[src/rtl/imem_loader.sv]
// rtl/imem_loader.sv - byte-stream program loader for the instruction memory
module imem_loader #(
  parameter int ADDR_W = 8
) (
  input  logic              clk,
  input  logic              rst,
  input  logic              start,
  input  logic [0:7]        byte_in,
  input  logic              byte_valid,
  output logic              byte_ready,
  output logic              imem_we,
  output logic [0:ADDR_W-1] imem_addr,
  output logic [0:31]       imem_wdata,
  output logic              core_hold,
  output logic              busy,
  output logic              done,
  output logic              err
);

  typedef enum logic [2:0] {
    S_IDLE,
    S_LEN_HI,
    S_LEN_LO,
    S_DATA,
    S_WRITE,
    S_DONE
  } state_t;

  // Word index is one bit wider than the count so index == count never wraps.
  localparam logic [16:0] CAPACITY = 17'(1) << ADDR_W;

  state_t      state;
  state_t      state_nxt;
  logic [15:0] word_len;
  logic [16:0] word_idx;
  logic [16:0] idx_next;
  logic [1:0]  byte_idx;
  logic [0:31] word_reg;
  logic        loaded;
  logic        xfer;
  logic        in_range;
  logic        last_word;

  assign xfer      = byte_valid & byte_ready;
  assign in_range  = word_idx < CAPACITY;
  assign idx_next  = word_idx + 17'd1;
  assign last_word = idx_next == {1'b0, word_len};

  assign imem_addr  = word_idx[ADDR_W-1:0];
  assign imem_wdata = word_reg;
  // Core runs only while idle after a load that completed since reset.
  assign core_hold  = !((state == S_IDLE) && loaded);

  // State register.
  always_ff @(posedge clk) begin
    if (!rst) begin
      state <= S_IDLE;
    end else begin
      state <= state_nxt;
    end
  end

  // Next-state and Moore outputs.
  always_comb begin
    state_nxt  = state;
    byte_ready = 1'b0;
    imem_we    = 1'b0;
    busy       = 1'b1;
    done       = 1'b0;
    case (state)
      S_IDLE: begin
        busy = 1'b0;
        if (start) state_nxt = S_LEN_HI;
      end
      S_LEN_HI: begin
        byte_ready = 1'b1;
        if (xfer) state_nxt = S_LEN_LO;
      end
      S_LEN_LO: begin
        byte_ready = 1'b1;
        if (xfer) state_nxt = ({word_len[15:8], byte_in} == 16'd0) ? S_DONE : S_DATA;
      end
      S_DATA: begin
        byte_ready = 1'b1;
        if (xfer && (byte_idx == 2'd3)) state_nxt = S_WRITE;
      end
      S_WRITE: begin
        imem_we   = in_range;
        state_nxt = last_word ? S_DONE : S_DATA;
      end
      S_DONE: begin
        done      = 1'b1;
        state_nxt = S_IDLE;
      end
      default: state_nxt = S_IDLE;
    endcase
  end

  // Datapath: length capture, word assembly, indices and status flags.
  always_ff @(posedge clk) begin
    if (!rst) begin
      word_len <= 16'd0;
      word_idx <= 17'd0;
      byte_idx <= 2'd0;
      word_reg <= 32'd0;
      loaded   <= 1'b0;
      err      <= 1'b0;
    end else begin
      case (state)
        S_IDLE: begin
          if (start) begin
            err      <= 1'b0;
            word_idx <= 17'd0;
            byte_idx <= 2'd0;
          end
        end
        S_LEN_HI: begin
          if (xfer) word_len[15:8] <= byte_in;
        end
        S_LEN_LO: begin
          if (xfer) word_len[7:0] <= byte_in;
        end
        S_DATA: begin
          if (xfer) begin
            // First byte ends up in wdata[0:7] after four shifts.
            word_reg <= {word_reg[8:31], byte_in};
            byte_idx <= byte_idx + 2'd1;
          end
        end
        S_WRITE: begin
          // Words past capacity are consumed but flagged, never written.
          if (!in_range) err <= 1'b1;
          word_idx <= idx_next;
        end
        S_DONE: begin
          loaded <= 1'b1;
        end
        default: ;
      endcase
    end
  end

endmodule

[config.mk]
export PLATFORM = sky130hd
export DESIGN_NAME = imem_loader
export DESIGN_NICKNAME = d
export VERILOG_FILES = /design/src/rtl/imem_loader.sv
export SDC_FILE = /design/constraint.sdc
export NUM_CORES = 1
export LEC_CHECK = 0
export ABC_AREA = 1
export CAP_MARGIN = 20
export CORE_MARGIN = 8
export CORE_UTILIZATION = 45
export CTS_BUF_LIST = sky130_fd_sc_hd__clkbuf_8
export CTS_CLUSTER_DIAMETER = 80
export CTS_CLUSTER_SIZE = 16
export DETAILED_ROUTE_END_ITERATION = 8
export PLACE_DENSITY = 0.69
export SLEW_MARGIN = 20
export SYNTH_ARGS = -nofsm -noshare
export SYNTH_HDL_FRONTEND = slang
export SYNTH_SLANG_ARGS = --single-unit
[constraint.sdc]
create_clock -name clk -period 2.2 [get_ports clk]
set_input_delay 0.44 -clock clk [delete_from_list [all_inputs] [get_ports clk]]
set_output_delay 0.44 -clock clk [all_outputs]
set_load 0.005 [all_outputs]
---- Word level (Yosys, flattened, before mapping) ----
Index checks and enable logic that the tools add are counted.
storage, ports and cells
  logic and storage cells ................. 59
  bits of input ports ..................... 12
  register bits after elaboration ......... 72
  output and inout port bits .............. 46
cells by class
  bitwise logic cells ..................... 1
  eq/ne operators ......................... 13
  add/subtract/negate cells ............... 2
  order comparisons ....................... 1
  mux-type cells .......................... 19
  reductions and logical operators ........ 15
operator list
  kind                                                  count
  case mux 17 bit (2 select lines)                      1
  2-to-1 mux 3 bit                                      6
  adder 17 x 1 -> 17 bit (second input constant)        1
  equality test 17 x 16 -> 1 bit                        1
  < comparator 17 x 9 -> 1 bit (second input constant)  1
  2-to-1 mux 17 bit                                     1
  logical NOT 16 bit                                    1
  case mux 3 bit (5 select lines)                       1
  != test 2 bit (second input constant)                 6
  AND reduction 2 bit                                   4
  equality test 3 x 2 -> 1 bit (second input constant)  2
  equality test 3 bit (second input constant)           2
  2-to-1 mux 1 bit                                      6
  AND reduction 3 bit                                   2
  2-to-1 mux 2 bit                                      2
  case mux 2 bit (2 select lines)                       1
  AND reduction 4 bit                                   1
  nonzero test 2 bit                                    2
  equality test 3 x 1 -> 1 bit (second input constant)  1
  logical NOT 3 bit                                     1
  OR reduction 3 bit                                    1
  adder 2 x 1 -> 2 bit (second input constant)          1
  equality test 2 bit (second input constant)           1
  logical AND 1 bit                                     2
  3 further kinds                                       3

---- Depth between registers and ports, before layout ----
Gate-level depths: netlist of run 1.
  word-level depth ........................ 7
  depth in mapped cells ................... 16
  gate-level depth less buffers ........... 16

---- Worst setup path after synthesis of run 1 ----
Ideal clock, no wire load.
  path type ............................... reg-to-reg
  start ................................... register word_idx[0]
  end ..................................... register state[1]
  buffers on the path ..................... 0
  path slack .............................. 0.416 ns
  clock period less this slack ............ 1.784 ns
  arrival ................................. 1.665 ns
  cell stages (with the launch flop) ...... 14
  library setup time ...................... 0.119 ns
  required time ........................... 2.081 ns
  cell sequence ........................... dfxtp_1 ha_1 nand3_1 or2_2 nand3_1 nand2_1 nor2_1 nand2_1 nor2_1 nand3_1 nand2_1 nand2_1 nand2_1 a21oi_2
on the way
  cells in the longest elaborated chain, start to end .. 4
ends and longest elaborated chain
  element                          line  RTL
  start, declared                  35    logic [16:0] word_idx;
  start signal, assigned           133   word_idx <= idx_next;
  adder 17 x 1 -> 17 bit           46    assign idx_next = word_idx + 17'd1;
  equality test 17 x 16 -> 1 bit   47    assign last_word = idx_next == {1'b0, word_len};
  2-to-1 mux 3 bit                 89    state_nxt = last_word ? S_DONE : S_DATA;
  case mux 3 bit (5 select lines)  70    case (state)
  end signal, assigned             59    state <= state_nxt;
  end, declared                    32    state_t state;
Every way passes these cells.
A chain may end at the register's enable or synchronous reset.

---- Final worst setup path of run 1 ----
  start ................................... register state[0]
  end ..................................... output port done
on the way
  cells in the longest elaborated chain, start to end .. 2
ends and longest elaborated chain
  element              line  RTL
  equality test 3 bit  70
  2-to-1 mux 1 bit     70
  end, declared        16    output logic done,
Every way passes these cells.

==> results of run 1 <==
==> logic make-up (layout without fill, tap and decap cells) <==
family / Yosys count / after routing
buffers and inverters: 74 / 133
and+or+nand+nor: 263 / 263
xor gates and xnor gates: 4 / 4
DFF: 72 / 72
adders and majority gates: 2 / 2
AOI/OAI and AO/OA: 107 / 107
==> flip-flops by register name, summed over array words and instances (netlist names) <==
signal	count
imem_wdata	32
word_idx	17
word_len	16
state	3
byte_idx	2
err	1
loaded	1
==> through the flow <==
| stage | cells | power [mW] | hold slack [ns] | cell area [um2] | utilization |
|---|---|---|---|---|---|
| after CTS | 682 | 3.33 | 0.473 | 4410 | 0.577 |
| after global placement | 667 | 2.24 | 0.451 | 4200 | 0.549 |
| after floorplan | 522 | 1.93 | 0.441 | 3530 | - |
| after detailed placement | 667 | 2.24 | 0.457 | 4200 | 0.549 |
| final | 683 | 3.30 | 0.468 | 4440 | 0.580 |
| after global routing | 683 | 3.50 | 0.480 | 4440 | 0.580 |
==> worst max-delay path, delay by kind of cell, from the launching register on <==
family	cells	cell delay, ns
buffers and inverters	3	0.68
flip-flops	1	0.39
AND/OR/NAND/NOR	2	0.22
==> layer usage <==
| layer | GRT usage | up-vias | part of all wire |
|---|---|---|---|
| met1 | 0.209 | 1573 | 0.46 |
| met2 | 0.267 | 92 | 0.44 |
| met4 | 0.0826 | 0 | 0.017 |
| met5 | 0 | - | 0 |
| met3 | 0.0596 | 13 | 0.080 |
| li1 | - | 1812 | - |
==> layout make-up <==
| cell class | instances | area share |
|---|---|---|
| Tap cell | 102 | 0.0288 |
| Timing Repair Buffer | 70 | 0.153 |
| Sequential cell | 72 | 0.326 |
| Clock buffer | 11 | 0.0341 |
| Multi-Input combinational cell | 376 | 0.406 |
| Clock inverter | 4 | 0.0121 |
| Inverter | 48 | 0.0406 |
==> report_power, final <==
part           internal (mW)  switching [mW]  total [mW]  leakage [nW]
logic                  0.312           0.396       0.708          1.15
registers               1.42          0.0913        1.51         0.583
clock network          0.581           0.507        1.09        0.0976
==> path summary, 6_finish.rpt <==
check / startpoint / cells after the start / endpoint
worst max-delay path: state[0] / 5 / done
worst max register to register: word_idx[1] / 13 / state[1]
worst min-delay path: loaded / 1 / loaded
worst min register to register: loaded / 1 / loaded
==> cells in the mapped netlist (all sizes together), types with 5 or more instances <==
| library cell | number |
|---|---|
| a21oi | 45 |
| inv | 46 |
| buf | 12 |
| nand3 | 47 |
| nand2 | 105 |
| o21ai | 57 |
| dfxtp | 72 |
| nand4 | 9 |
| nor4 | 5 |
| nor2 | 91 |
| clkbuf | 14 |
==> timing repair <==
item / CTS / global route
pin swaps: 0 / 1
gates resized for setup: 2 / 6
setup buffers: 0 / 1
hold endpoints to repair: 0 / 0
endpoints found under the setup margin: 1 / 1
==> run_results.csv, run 1 <==
group,metric,value,unit
synth,synth_enable_flop_cells,0,
clock_network,cts-buffers-inserted,9,
critical_path,setup.worst_path.class,"flip-flop to primary output",
route,num_vias,3490,
global_route,grt_pass1_wl,15800,um
global_route,grt.overflow.total,0,
finish,drive_gt1_frac,0.0947,
finish,fillCellCount,712,
pwr,p_leak,1.83,nW
synth,synth-compound-area-share,0.159,
route,drc,0,
critical_path,crit_path_start_kind,"flip-flop",
floorplan,initial_utilization,0.462,
finish,area.growth.synth_to_final,25.6,%
clock_network,cts_hold_buffers,0,
floorplan,floorplan.core_area,0.00765,mm2
route,drt-initial-drc-count,228,
route,wl_per_cell,13.8,um
clock_network,tritoncts,"done",
finish,final_cell_mix,"sky130_fd_sc_hd__nand2_1 (97), sky130_fd_sc_hd__nor2_1 (82), sky130_fd_sc_hd__dfxtp_1 (70)",
finish,multi_input_area,0.00180,mm2
critical_path,timing.critical_path.fanout_max,4,
timing,final.setup_skew,0.0129,ns
synth,synthXorXnorAreaFrac,0.00992,
critical_path,crit_arrival,1.63,ns
job,timing.max_cap.violations,0,
synth,synth_area_in_simple_gates,0.327,
global_route,globalRouteTotalUtil,0.172,
clock_network,clkSinkCount,72,
place,hpwl,6820,um
run_status,run_status,"finished, final reports clean",
synth,synth.cell_area,0.00353,mm2
critical_path,cp_slowest_cell,"sky130_fd_sc_hd__clkdlybuf4s50_1",
global_route,initial_antenna_violation_count,0,
synth,synth_top_cell_area_share,0.408,
timing,period_minus_slack,2.07,ns
route,first_pass_iters,4,
timing,setup_ws,0.131,ns
finish,insertedDiodeCount,0,
place,port_buffers,57,
synth,synth.distinct_cells,32,
critical_path,cp.required,1.76,ns
route,detail_route.vias_per_cell,5.11,
place,place_congestion,0.926,
synth,synthFlopType,"sky130_fd_sc_hd__dfxtp_1",
route,totalWireLength,9460,um
synth,synthMuxAreaShare,0,
finish,sequential_cell_area,0.00144,mm2
clock_network,path_clk_slew,0.07,ns
clock_network,clock_latency,0.35,ns
timing,setup_tns,0,ns
timing,timing_max_transition_violations_final,0,
clock_network,cts.htree.levels,3,
synth,synthCells,522,
finish,most_common_cell_after_layout_fill_and_taps_aside,"sky130_fd_sc_hd__nand2_1",
floorplan,fp.dieArea,0.0109,mm2
synth,synth-async-reset-ratio,0,
floorplan,floorplan.rows,32,
synth,synth-seq-cells,72,
clock_network,clock-root-buffer,"sky130_fd_sc_hd__clkbuf_8",
pwr,power_density,745,mW/mm2
timing,hold_viol,0,
critical_path,max_stage_delay,0.53,ns
timing,clock.fmax,0.483,GHz
floorplan,die-width,105,um
route,number_of_routed_nets_with_antenna_violations,0,
synth,sequential_element_share_of_the_synthesized_area,0.408,
worst_hold_path,hp-class,"flip-flop to flip-flop",
synth,synth_area_per_cell,6.76,um2
synth,nets_in_the_synthesized_netlist,536,
synth,post-synth-top-area-cell,"sky130_fd_sc_hd__dfxtp_1",
global_route,maximum_number_of_pins_on_one_net_before_global_route_repair,42,
critical_path,timing.reg2reg.setup_slack,0.18,ns
critical_path,worst_path_cell_trace,"inv_1, nor2_1, inv_1, nor2_1, clkdlybuf4s50_1",
synth,yosys.area_share.adder,0.00709,
critical_path,worstSetupEndpointType,"primary output",
clock_network,cts_max_path_buffers,2,
floorplan,chipHeight,105,um
synth,synth_top_family_by_area,"simple AND/OR/NAND/NOR gates",
timing,setup_viol,0,
finish,num-nets-final,591,
synth,ranking_of_synthesized_cells_by_area,"sky130_fd_sc_hd__dfxtp_1 (41%), sky130_fd_sc_hd__nand2_1 (10%), sky130_fd_sc_hd__nor2_1 (8.9%)",
place,pre_cts_slack,0.184,ns
pwr,vdd_ir_drop_max,0.548,mV
timing,timing.final.crit_share,0.941,
timing,timing.slew.headroom,0.689,
floorplan,boundaryPins,58,
global_route,grt_pass1_vias,3395,
timing,tightestPinTransition,0.465,ns
synth,yosys_warnings,0,
Power figures use the tool's default switching activity.
==> run 2, diff against run 1 <==
--- a/config.mk
+++ b/config.mk
@@ -5,8 +5,8 @@
 export SDC_FILE = /design/constraint.sdc
 export NUM_CORES = 1
 export LEC_CHECK = 0
-export ABC_AREA = 1
 export CAP_MARGIN = 20
+export CORE_ASPECT_RATIO = 0.7
 export CORE_MARGIN = 8
 export CORE_UTILIZATION = 45
 export CTS_BUF_LIST = sky130_fd_sc_hd__clkbuf_8
==> run_results.csv, run 2 <==
group,metric,value,unit
run_status,run_status,"finished, final reports clean",
finish,num-nets-final,539,
clock_network,cts_max_path_buffers,2,
route,detail_route.vias_per_cell,5.57,
clock_network,path_clk_slew,0.08,ns
synth,ranking_of_synthesized_cells_by_area,"sky130_fd_sc_hd__dfxtp_1 (40%), sky130_fd_sc_hd__nand2_1 (8.7%), sky130_fd_sc_hd__a21oi_1 (7.5%)",
finish,most_common_cell_after_layout_fill_and_taps_aside,"sky130_fd_sc_hd__nand2_1",
route,totalWireLength,10200,um
place,hpwl,7670,um
synth,synth_area_per_cell,7.99,um2
job,timing.max_cap.violations,0,
synth,synth.distinct_cells,57,
finish,final_util,0.609,
route,number_of_routed_nets_with_antenna_violations,0,
timing,period_minus_slack,2.10,ns
pwr,p_leak,1.71,nW
floorplan,boundaryPins,58,
synth,post-synth-top-area-cell,"sky130_fd_sc_hd__dfxtp_1",
synth,synthFlopType,"sky130_fd_sc_hd__dfxtp_1",
clock_network,cts_hold_buffers,0,
timing,hold_viol,0,
synth,yosysMostFrequentCell,"sky130_fd_sc_hd__nand2_1",
timing,timing_max_transition_violations_final,0,
global_route,grt_pass1_wl,16300,um
route,num_vias,3512,
route,drt-initial-drc-count,244,
route,wl_per_cell,16.2,um
finish,drive_gt1_frac,0.160,
pwr,power_density,556,mW/mm2
timing,hold-worst-slack,0.455,ns
floorplan,fp.dieArea,0.0112,mm2
worst_hold_path,hp-class,"flip-flop to flip-flop",
pwr,vdd_ir_drop_max,0.380,mV
timing,tightestPinTransition,0.603,ns
critical_path,timing.critical_path.fanout_max,8,
synth,nets_in_the_synthesized_netlist,468,
place,place_congestion,0.914,
critical_path,cp_slowest_cell,"sky130_fd_sc_hd__dfxtp_2",
floorplan,floorplan.rows,27,
timing,timing.final.crit_share,0.955,
global_route,initial_antenna_violation_count,0,
critical_path,setup.worst_path.class,"flip-flop to primary output",
finish,fin_area,0.00477,mm2
global_route,grt_pass1_vias,3064,
synth,synthCells,454,
timing,clock.fmax,0.476,GHz
global_route,maximum_number_of_pins_on_one_net_before_global_route_repair,34,
place,postPlaceCellArea,0.00451,mm2
timing,setup_tns,0,ns
synth,synth-seq-cells,72,
floorplan,initial_utilization,0.463,
synth,synth.cell_area,0.00363,mm2
clock_network,clock_latency,0.36,ns
critical_path,max_stage_delay,0.38,ns
place,port_buffers,57,
synth,synth_enable_flop_cells,0,
clock_network,clock-root-buffer,"sky130_fd_sc_hd__clkbuf_8",
timing,timing.slew.headroom,0.598,
synth,synth_top_cells_by_count,"sky130_fd_sc_hd__nand2_1 (84), sky130_fd_sc_hd__dfxtp_1 (72), sky130_fd_sc_hd__a21oi_1 (54)",
timing,setup_viol,0,
finish,insertedDiodeCount,0,
synth,sequential_element_share_of_the_synthesized_area,0.398,
finish,final_cell_mix,"sky130_fd_sc_hd__nand2_1 (84), sky130_fd_sc_hd__dfxtp_1 (68), sky130_fd_sc_hd__clkdlybuf4s50_1 (56)",
synth,yosys_warnings,0,
synth,synth_top_cell_area_share,0.398,
floorplan,die-width,123,um
clock_network,clkSinkCount,72,
critical_path,cp.required,1.76,ns
finish,area.growth.synth_to_final,31.5,%
timing,setup_ws,0.0983,ns
floorplan,floorplan.core_area,0.00784,mm2
clock_network,cts-buffers-inserted,9,
global_route,grt.overflow.total,0,
critical_path,crit_path_start_kind,"flip-flop",
global_route,globalRouteTotalUtil,0.183,
finish,largest_register_ff_count,32,
route,first_pass_iters,5,
timing,final.setup_skew,0.0117,ns
clock_network,cts.htree.levels,3,
critical_path,crit_arrival,1.66,ns
floorplan,chipHeight,91.1,um
route,drc,0,
place,pre_cts_slack,-0.0867,ns
critical_path,worstSetupEndpointType,"primary output",
clock_network,tritoncts,"done",
critical_path,worst_path_cell_trace,"nor4_1, nand2_1, nor3_2, buf_4, dlygate4sd2_1",
synth,synth-async-reset-ratio,0,
## run 2: cell count changes after synthesis, moves of 6 or more
| cell | change |
|---|---|
| sky130_fd_sc_hd__inv_1 | -39 |
| sky130_fd_sc_hd__xor2_1 | +6 |
| sky130_fd_sc_hd__xnor2_1 | +7 |
| sky130_fd_sc_hd__clkbuf_1 | +12 |
| sky130_fd_sc_hd__nor2_1 | -37 |
| sky130_fd_sc_hd__nand2_1 | -14 |
| sky130_fd_sc_hd__a21oi_1 | +10 |
| sky130_fd_sc_hd__nor3_1 | +8 |
| sky130_fd_sc_hd__o21ai_0 | -41 |
| sky130_fd_sc_hd__nand2_2 | -6 |
| sky130_fd_sc_hd__nand3_1 | -36 |
| sky130_fd_sc_hd__mux2i_1 | +18 |
## run 2: worst paths after layout
kind                       from             to  slack (ns)  depth (start not counted)
setup reg to reg    word_idx[3]       state[2]        0.16                          6
setup / recovery   word_idx[11]        imem_we         0.1                          5
hold reg to reg   imem_wdata[2]  imem_wdata[2]        0.45                          2
hold / removal    imem_wdata[2]  imem_wdata[2]        0.45                          2
## run 2: repair_timing
action,in CTS,in global routing
resized for setup,7,5
buffers inserted,0,0
pin swaps,1,1
endpoints found under the setup margin,2,3
## run 2: metal layers
metal,part of all wire,global-route usage
met1,0.49,0.264
met2,0.40,0.242
met3,0.10,0.0823
met4,0.0078,0.0360
met5,0,0
## run 2: cell families (layout without fill, tap and decap cells)
group	Yosys count	count (layout)	share of synthesized area
AND/OR/NAND/NOR	198	198	0.270
AO/OA/AOI/OAI	101	101	0.173
buffers and inverters	45	121	0.0583
flip-flops	72	72	0.398
XOR/XNOR	17	17	0.0411
multiplexers	19	19	0.0538
adder cells (fa/ha/maj)	2	2	0.00690
## run 2: area by class of cell
type / instances / area (um2)
timing repair buffer: 100 / 930
fill: 700 / 3070
tap: 101 / 126
inverter: 5 / 18.8
sequential: 72 / 1450
clock buffer: 9 / 124
clock inverter: 7 / 80.1
multi-input combinational: 337 / 2040
## run 2: power breakdown
part	internal, mW	total (mW)	leakage [nW]	switching [mW]
clock	0.535	1.08	0.0964	0.549
combinational	0.111	0.235	1.03	0.124
sequential	1.31	1.33	0.583	0.0178
total	1.96	2.65	1.71	0.691
## run 2: worst max-delay path, delay by kind of cell, from the launching register on
| kind | cells | cell delay, ns |
|---|---|---|
| simple gates | 3 | 0.52 |
| flops | 1 | 0.38 |
| buf+inv | 2 | 0.39 |
## run 2: metrics by stage
step                      power, mW  cells
after floorplan                1.48    454
after global placement         1.59    615
after detailed placement       1.59    615
after CTS                      2.67    631
after global routing           2.76    631
final                          2.65    631
